--- src/rtl/divider16x8_pkg.sv ---
// ============================================================================
// Module   : divider16x8_pkg
// Purpose  : Shared state encodings and widths for the 16/8 restoring divider.
// Revision : 1.0 - initial release
// ============================================================================
`ifndef DIVIDER16X8_PKG_SV
`define DIVIDER16X8_PKG_SV

`default_nettype none

package divider16x8_pkg;

    localparam logic [1:0] IDLE = 2'd0;
    localparam logic [1:0] EXEC = 2'd1;
    localparam logic [1:0] DONE = 2'd2;

    localparam int STEP_COUNT = 8;
    localparam int DVD_W      = 16;
    localparam int DVS_W      = 8;

endpackage

`default_nettype wire

`endif

--- src/rtl/divider16x8_subtractor9.sv ---
// ============================================================================
// Module   : subtractor9
// Purpose  : Combinational trial subtractor; borrow_o flags a < b.
// Revision : 1.0 - initial release
// ============================================================================
`default_nettype none

module subtractor9 #(
    parameter int WIDTH = 9
) (
    input  logic [WIDTH-1:0] a_i,
    input  logic [WIDTH-1:0] b_i,
    output logic [WIDTH-1:0] diff_o,
    output logic             borrow_o
);

    assign {borrow_o, diff_o} = {1'b0, a_i} - {1'b0, b_i};

endmodule

`default_nettype wire

--- src/rtl/divider16x8.sv ---
// ============================================================================
// Module   : divider16x8
// Purpose  : Sequential restoring divider, 2*WIDTH / WIDTH, one quotient bit
//            per clock. Optional early overflow exit: define DIV_OVF_CHECK_EN.
// Revision : 1.0 - initial release
// ============================================================================
`default_nettype none

module divider16x8
    import divider16x8_pkg::*;
#(
    parameter int WIDTH = DVS_W
) (
    input  logic                 clk,
    input  logic                 areset_n,
    input  logic                 start,
    input  logic [2*WIDTH-1:0]   dividend,
    input  logic [WIDTH-1:0]     divisor,
    output logic [WIDTH-1:0]     quotient,
    output logic [WIDTH-1:0]     remainder,
    output logic                 busy,
    output logic                 done,
    output logic                 overflow
);

    localparam int CNT_W = $clog2(STEP_COUNT + 1);

    logic [1:0]        state_q,     state_d;
    logic [WIDTH:0]    r_q,         r_d;
    logic [WIDTH-1:0]  q_q,         q_d;
    logic [WIDTH-1:0]  d_q,         d_d;
    logic [CNT_W-1:0]  count_q,     count_d;
    logic [WIDTH-1:0]  quotient_q,  quotient_d;
    logic [WIDTH-1:0]  remainder_q, remainder_d;
    logic              done_q,      done_d;
    logic              ovf_q,       ovf_d;
    logic              overflow_q,  overflow_d;

    logic [WIDTH:0]    trial;
    logic [WIDTH:0]    diff;
    logic              borrow;
    logic              r_msb_unused;

    // The top bit of R never feeds the next shift; it only exists so the
    // restored value keeps the full 9-bit partial remainder.
    assign trial        = {r_q[WIDTH-1:0], q_q[WIDTH-1]};
    assign r_msb_unused = r_q[WIDTH];

    subtractor9 #(
        .WIDTH    (WIDTH + 1)
    ) u_sub (
        .a_i      (trial),
        .b_i      ({1'b0, d_q}),
        .diff_o   (diff),
        .borrow_o (borrow)
    );

    always_comb begin
        state_d     = state_q;
        r_d         = r_q;
        q_d         = q_q;
        d_d         = d_q;
        count_d     = count_q;
        quotient_d  = quotient_q;
        remainder_d = remainder_q;
        done_d      = 1'b0;
        ovf_d       = ovf_q;
        overflow_d  = overflow_q;

        case (state_q)
            IDLE: begin
                if (start) begin
                    r_d     = {1'b0, dividend[2*WIDTH-1:WIDTH]};
                    q_d     = dividend[WIDTH-1:0];
                    d_d     = divisor;
                    count_d = '0;
                    ovf_d   = 1'b0;
                    state_d = EXEC;
`ifdef DIV_OVF_CHECK_EN
                    // Quotient cannot fit (covers divisor == 0): skip the steps.
                    if (dividend[2*WIDTH-1:WIDTH] >= divisor) begin
                        r_d     = '0;
                        q_d     = '1;
                        ovf_d   = 1'b1;
                        state_d = DONE;
                    end
`endif
                end
            end
            EXEC: begin
                r_d     = borrow ? trial : diff;
                q_d     = {q_q[WIDTH-2:0], ~borrow};
                count_d = count_q + CNT_W'(1);
                if (count_q == CNT_W'(STEP_COUNT - 1)) begin
                    state_d = DONE;
                end
            end
            DONE: begin
                quotient_d  = q_q;
                remainder_d = r_q[WIDTH-1:0];
                overflow_d  = ovf_q;
                done_d      = 1'b1;
                state_d     = IDLE;
            end
            default: begin
                state_d = IDLE;
            end
        endcase
    end

    always_ff @(posedge clk) begin
        if (!areset_n) begin
            state_q     <= IDLE;
            r_q         <= '0;
            q_q         <= '0;
            d_q         <= '0;
            count_q     <= '0;
            quotient_q  <= '0;
            remainder_q <= '0;
            done_q      <= 1'b0;
            ovf_q       <= 1'b0;
            overflow_q  <= 1'b0;
        end else begin
            state_q     <= state_d;
            r_q         <= r_d;
            q_q         <= q_d;
            d_q         <= d_d;
            count_q     <= count_d;
            quotient_q  <= quotient_d;
            remainder_q <= remainder_d;
            done_q      <= done_d;
            ovf_q       <= ovf_d;
            overflow_q  <= overflow_d;
        end
    end

    assign quotient  = quotient_q;
    assign remainder = remainder_q;
    assign done      = done_q;
    assign overflow  = overflow_q;
    assign busy      = (state_q == EXEC);

endmodule

`default_nettype wire
--- config.mk ---
export PLATFORM = sky130hd
export DESIGN_NAME = divider16x8
export DESIGN_NICKNAME = d
export VERILOG_FILES = /design/src/rtl/divider16x8_pkg.sv /design/src/rtl/divider16x8_subtractor9.sv /design/src/rtl/divider16x8.sv
export SDC_FILE = /design/constraint.sdc
export NUM_CORES = 1
export LEC_CHECK = 0
export BUFFER_PORTS_ARGS = -buffer_cell sky130_fd_sc_hd__buf_2
export CORE_MARGIN = 2
export CORE_UTILIZATION = 30
export DETAILED_ROUTE_END_ITERATION = 8
export SKIP_LAST_GASP = 1
export SLEW_MARGIN = 20
export SYNTH_ARGS = -nofsm -noshare
export SYNTH_HDL_FRONTEND = slang
export SYNTH_SLANG_ARGS = --single-unit
--- constraint.sdc ---
create_clock -name clk -period 4.9 [get_ports clk]
set_clock_uncertainty 0.2 [all_clocks]
set_input_delay 0.245 -clock clk [delete_from_list [all_inputs] [get_ports clk]]
set_output_delay 0.245 -clock clk [all_outputs]
set_load 0.02 [all_outputs]
Yosys cells after proc, flatten, opt, wreduce, memory -nomap -nowiden
Cells that the tools add are included.
{"block": "totals", "ff_bits": 47, "latch_bits": 0, "mem_bits_rw": 0, "rom_bits": 0, "inputBits": 27, "mem_count": 0}
{"block": "op_classes", "add_sub_neg": 2, "n_mul": 0, "div": 0, "n_lt_le_gt_ge": 0, "eq_ne": 5, "shifts": 0, "n_mux": 11, "n_bitwise": 1, "reduce_logical": 5}
{"op": "$pmux 8 s2", "n": 2}
{"op": "$mux 8", "n": 3}
{"op": "$sub 9x8->10", "n": 1}
{"op": "$pmux 4 s2", "n": 1}
{"op": "$reduce_and 2->1", "n": 3}
{"op": "$add 4x1->4 const B", "n": 1}
{"op": "$eq 4x3->1 const B", "n": 1}
{"op": "$mux 2", "n": 2}
{"op": "$mux 4", "n": 1}
{"op": "$pmux 2 s2", "n": 1}
{"op": "$eq 2x1->1 const B", "n": 1}
{"op": "$eq 2x2->1 const B", "n": 1}
{"op": "$logic_not 2->1", "n": 1}
{"op": "$ne 2x1->1 const B", "n": 1}
{"op": "$ne 2x2->1 const B", "n": 1}
{"op": "$reduce_bool 2->1", "n": 1}
{"op": "$mux 1", "n": 1}
{"op": "$not 1->1", "n": 1}

Logic depth before layout (Yosys ltp)
{"block": "depth", "word_depth": 3, "ltp_mapped": 9, "ltp_nobuf": 9}

Modules after synthesis
A second synthesis with hierarchy kept.
{"block": "unflattened", "cells_unflattened": 289, "area_unflattened_um2": 2392.3}
{"mod": "divider16x8", "n_inst": 1, "cells_each": 239, "area_each_um2": 2023.2}
{"mod": "subtractor9", "n_inst": 1, "cells_each": 50, "area_each_um2": 369.1}

Worst setup path before layout
OpenSTA, ideal clock, no wires.
{"block": "synth_path", "kind": "reg2reg", "from": "register q_q[7]", "to": "register r_q[6]", "setup_time_ns": 0.086, "arrival_ns": 1.785, "required_time_ns": 4.614, "slack_ns": 2.828, "path_stages_with_launch": 9, "path_buffers": 0, "period_less_slack_ns": 2.072, "cell_sequence": "dfxtp_1 > inv_1 > ha_1 > inv_1 > fa_1 > a211oi_1 > nor3b_1 > o31a_1 > a221oi_2"}
{"block": "synth_via", "elab_chain_len": 3}
{"element": "start: declaration", "line_no": "divider16x8.sv:30", "rtl": "logic [WIDTH-1:0] q_q, q_d;"}
{"element": "start signal: assignment", "line_no": "divider16x8.sv:126", "rtl": "q_q <= q_d;"}
{"element": "$sub 9x8->10", "line_no": "divider16x8_subtractor9.sv:17", "rtl": "assign {borrow_o, diff_o} = {1'b0, a_i} - {1'b0, b_i};"}
{"element": "$mux 8", "line_no": "divider16x8.sv:91", "rtl": "r_d = borrow ? trial : diff;"}
{"element": "$pmux 8 s2", "line_no": "divider16x8.sv:70", "rtl": "case (state_q)"}
{"element": "end signal: assignment", "line_no": "divider16x8.sv:125", "rtl": "r_q <= r_d;"}
{"element": "end: declaration", "line_no": "divider16x8.sv:29", "rtl": "logic [WIDTH:0] r_q, r_d;"}
No other way between the ends.
A chain may end at the register's enable or synchronous reset.

Worst setup path in the final report
{"block": "layout_path", "from": "register state_q[1]", "to": "output busy"}
{"block": "layout_via", "elab_chain_len": 1}
{"element": "start: declaration", "line_no": "divider16x8.sv:28", "rtl": "logic [1:0] state_q, state_d;"}
{"element": "start signal: assignment", "line_no": "divider16x8.sv:124", "rtl": "state_q <= state_d;"}
{"element": "$eq 2x1->1", "line_no": "divider16x8.sv:141", "rtl": "assign busy = (state_q == EXEC);"}
{"element": "end: declaration", "line_no": "divider16x8.sv:21", "rtl": "output logic busy,"}
No other way between the ends.

==> impl_metrics.tcl <==
set metrics [dict create \
    synth_top_area_share_pct 39.37 \
    ir_worst_vdd_uv 108.0 \
    boundaryPins 46 \
    met2_usage_pct 20.98 \
    cp.arrival_ns 1.80 \
    hold_start "divisor[7]" \
    end_kind "output pin" \
    portBuffers 44 \
    synthTopCellsByCount "nand2_1 (59), dfxtp_1 (47), a21boi_0 (27)" \
    violations "negative hold slack" \
    dieArea_sq_um 8696 \
    async_flop_share_pct 0 \
    max_freq_ghz 0.4459 \
    numCtsBuffers 5 \
    min_period_over_period_pct 45.77 \
    drv_cap 0 \
    p_leak_nw 1.119 \
    routabilityCongestion 0.8675 \
    critPathBufInv 2 \
    drive_gt1_share_pct 21.90 \
    fill_cells 833 \
    maxSlewHeadroom_pct 41.97 \
    power.density_nw_per_um2 325.1 \
    place_area_sq_um 2666 \
    worst-r2r-cell-count 8 \
    synth_top_cell_by_area "dfxtp_1" \
    synth_nets 315 \
    ctsRootBufferMaster "clkbuf_8" \
    hold_class "input pin to register" \
    multi_input_area_sq_um 1325 \
    track_usage_pct 12.90 \
    drt_first_pass_iters 4 \
    start_util_pct 30.93 \
    drt.antenna.violating_nets 0 \
    grt_overflow_total 0 \
    netlist_area_sq_um 2390 \
    path_cells "nand2b_2, inv_1, buf_2" \
    cts_tree "done" \
    seq_area_sq_um 940.9 \
    ys_seq_elements 47 \
    grt-busiest-layer "met2" \
    place_ws_ns 2.704 \
    antenna_found_initial 0 \
    grt_max_degree 50 \
    post-cts-setup-buffer-count 0 \
    hold_depth 3 \
    viasPerCell 4.803 \
    die_width_microns 93.25 \
    drc 0 \
    cpPeakStageDelay_ns 0.55 \
    grt_util_met3_pct 3.223 \
    critPathTopFamily "buffers and inverters" \
    grt.met1_usage_pct 17.51 \
    synth.distinct_cells 51 \
    worst_pin_slew_ns 0.8705 \
    hold_end "d_q[7]" \
    first_iter_violations 68 \
    fp.coreArea_sq_um 7727 \
    synth.most_common_cell "nand2_1" \
    synth_area_per_cell_sq_um 8.596 \
    grt_pass1_vias 1871 \
    setup_ws_ns 2.657 \
    reg2reg_slack_ns 2.69 \
    fin_area_sq_um 2769 \
    hold_ws_ns -0.002954 \
    tns_ns 0 \
    synth_warnings 0 \
    fp.dieH_microns 93.25 \
    timing.rr.end "r_q[6]" \
    htreeDepth 2 \
    cp-start-kind "register" \
    power.total_uw 900.2 \
    fp-row-count 32 \
    slew_viol_final 0 \
    clkLatencyLatePin_ns 0.30 \
    synth_edf_count 0 \
    timing.rr.start "q_q[7]" \
    crit_fanout 22 \
    cp_num_cells 3 \
    clock-sinks 47 \
    period_minus_slack_ns 2.243 \
    fin_nets 352 \
    wl_per_cell_microns 12.88 \
    hold_viol 3 \
    yosys_most_used_dff "dfxtp_1" \
    syn2layout_area_growth_pct 15.86 \
    clockBufferDepth 2 \
    rsz0062_at_grt "false" \
    drt_wl_total_mm 5.369 \
    setup_violations 0 \
    synth_area_leaders "dfxtp_1 (39%), nand2_1 (9.3%), a21boi_0 (8.5%), ha_1 (4.7%), nor2_1 (2.8%)" \
    outcome "finished, violations left" \
    path_clk_slew_ns 0.09 \
    seq_area_frac_synth_pct 39.37 \
    dpl.hpwl_mm 3.989 \
    cp_slowest_cell "inv_1" \
    grt_pass1_wl_mm 8.935 \
    num_antenna_cells 0 \
    required_ns 4.45 \
    postSynthCellCount 278 \
    worstSetupPathType "register to output pin" \
    vias 2003 \
]
## worst min-delay path, cell delays in order
cell and delay (ns):
buf_2 0.10, nand2_1 0.04, a21boi_0 0.06
## through the flow
stage | instances | util [%]
finish | 417 | 35.83
global route | 417 | 35.83
CTS | 417 | 35.83
floorplan | 278 | -
detailed placement | 408 | 34.50
global placement | 408 | 34.50
## state kept, by name (all words and copies together), names as in the netlist
register   cells
count_q        4
remainder      8
r_q            8
q_q            8
done           1
quotient       8
d_q            8
state_q        2
## cell type report
cell class              instances  area share [%]
repair buffers                 47           8.947
clock buffers                   5           2.485
inverters                      12           1.627
flip-flops and latches         47           33.98
clock inverters                 2          0.4971
well taps                     102           4.609
multi-input cells             202           47.85
## power by group
| part | leakage (nW) | internal (mW) | switching [mW] |
|---|---|---|---|
| sequential | 0.384 | 0.404 | 0.0214 |
| clock | 0.0440 | 0.0979 | 0.134 |
| combinational | 0.691 | 0.106 | 0.138 |
## worst max-delay path by stage
stage / to / from / slack [ns]
floorplan: r_q[6] / q_q[7] / 2.83
global placement: r_q[6] / q_q[7] / 2.76
detailed placement: r_q[6] / q_q[7] / 2.70
CTS: busy / state_q[1] / 2.63
global route: r_q[2] / state_q[1] / 2.48
finish: busy / state_q[1] / 2.66
## cell families after synthesis
kind of cell	count (synthesis)	share of synthesized area, %
AND/OR/NAND/NOR	103	20.16
XOR/XNOR	4	1.466
flip-flops	47	39.37
multiplexers	11	4.921
adder cells (fa/ha/maj)	10	5.550
other	1	0.1569
AO/OA/AOI/OAI	73	23.19
buffers and inverters	29	5.183
## layout by cell type, fill, tap and decap left out, drive strengths merged, types with 3 or more instances in the layout
cell and n:
nand2 60, dfxtp 47, buf 45, a21boi 27, nor2 21, inv 12
a21oi 12, o21ai 9, ha 9, o221ai 7, mux2 6, mux2i 5
clkbuf 5, nor2b 4, o21a 3, a211oi 3, xor2 3, nand2b 3
## repair_timing
action,CTS,global route
hold endpoints to repair,2,0
resized for setup,0,0
hold buffers,2,0
## metal layers
layer,part of all wire (%),vias up
met3,4.0,2
li1,-,1038
met2,47,35
met4,0.30,0
met1,49,928
met5,0,-
Note: power is estimated with default switching activity, not from simulation.
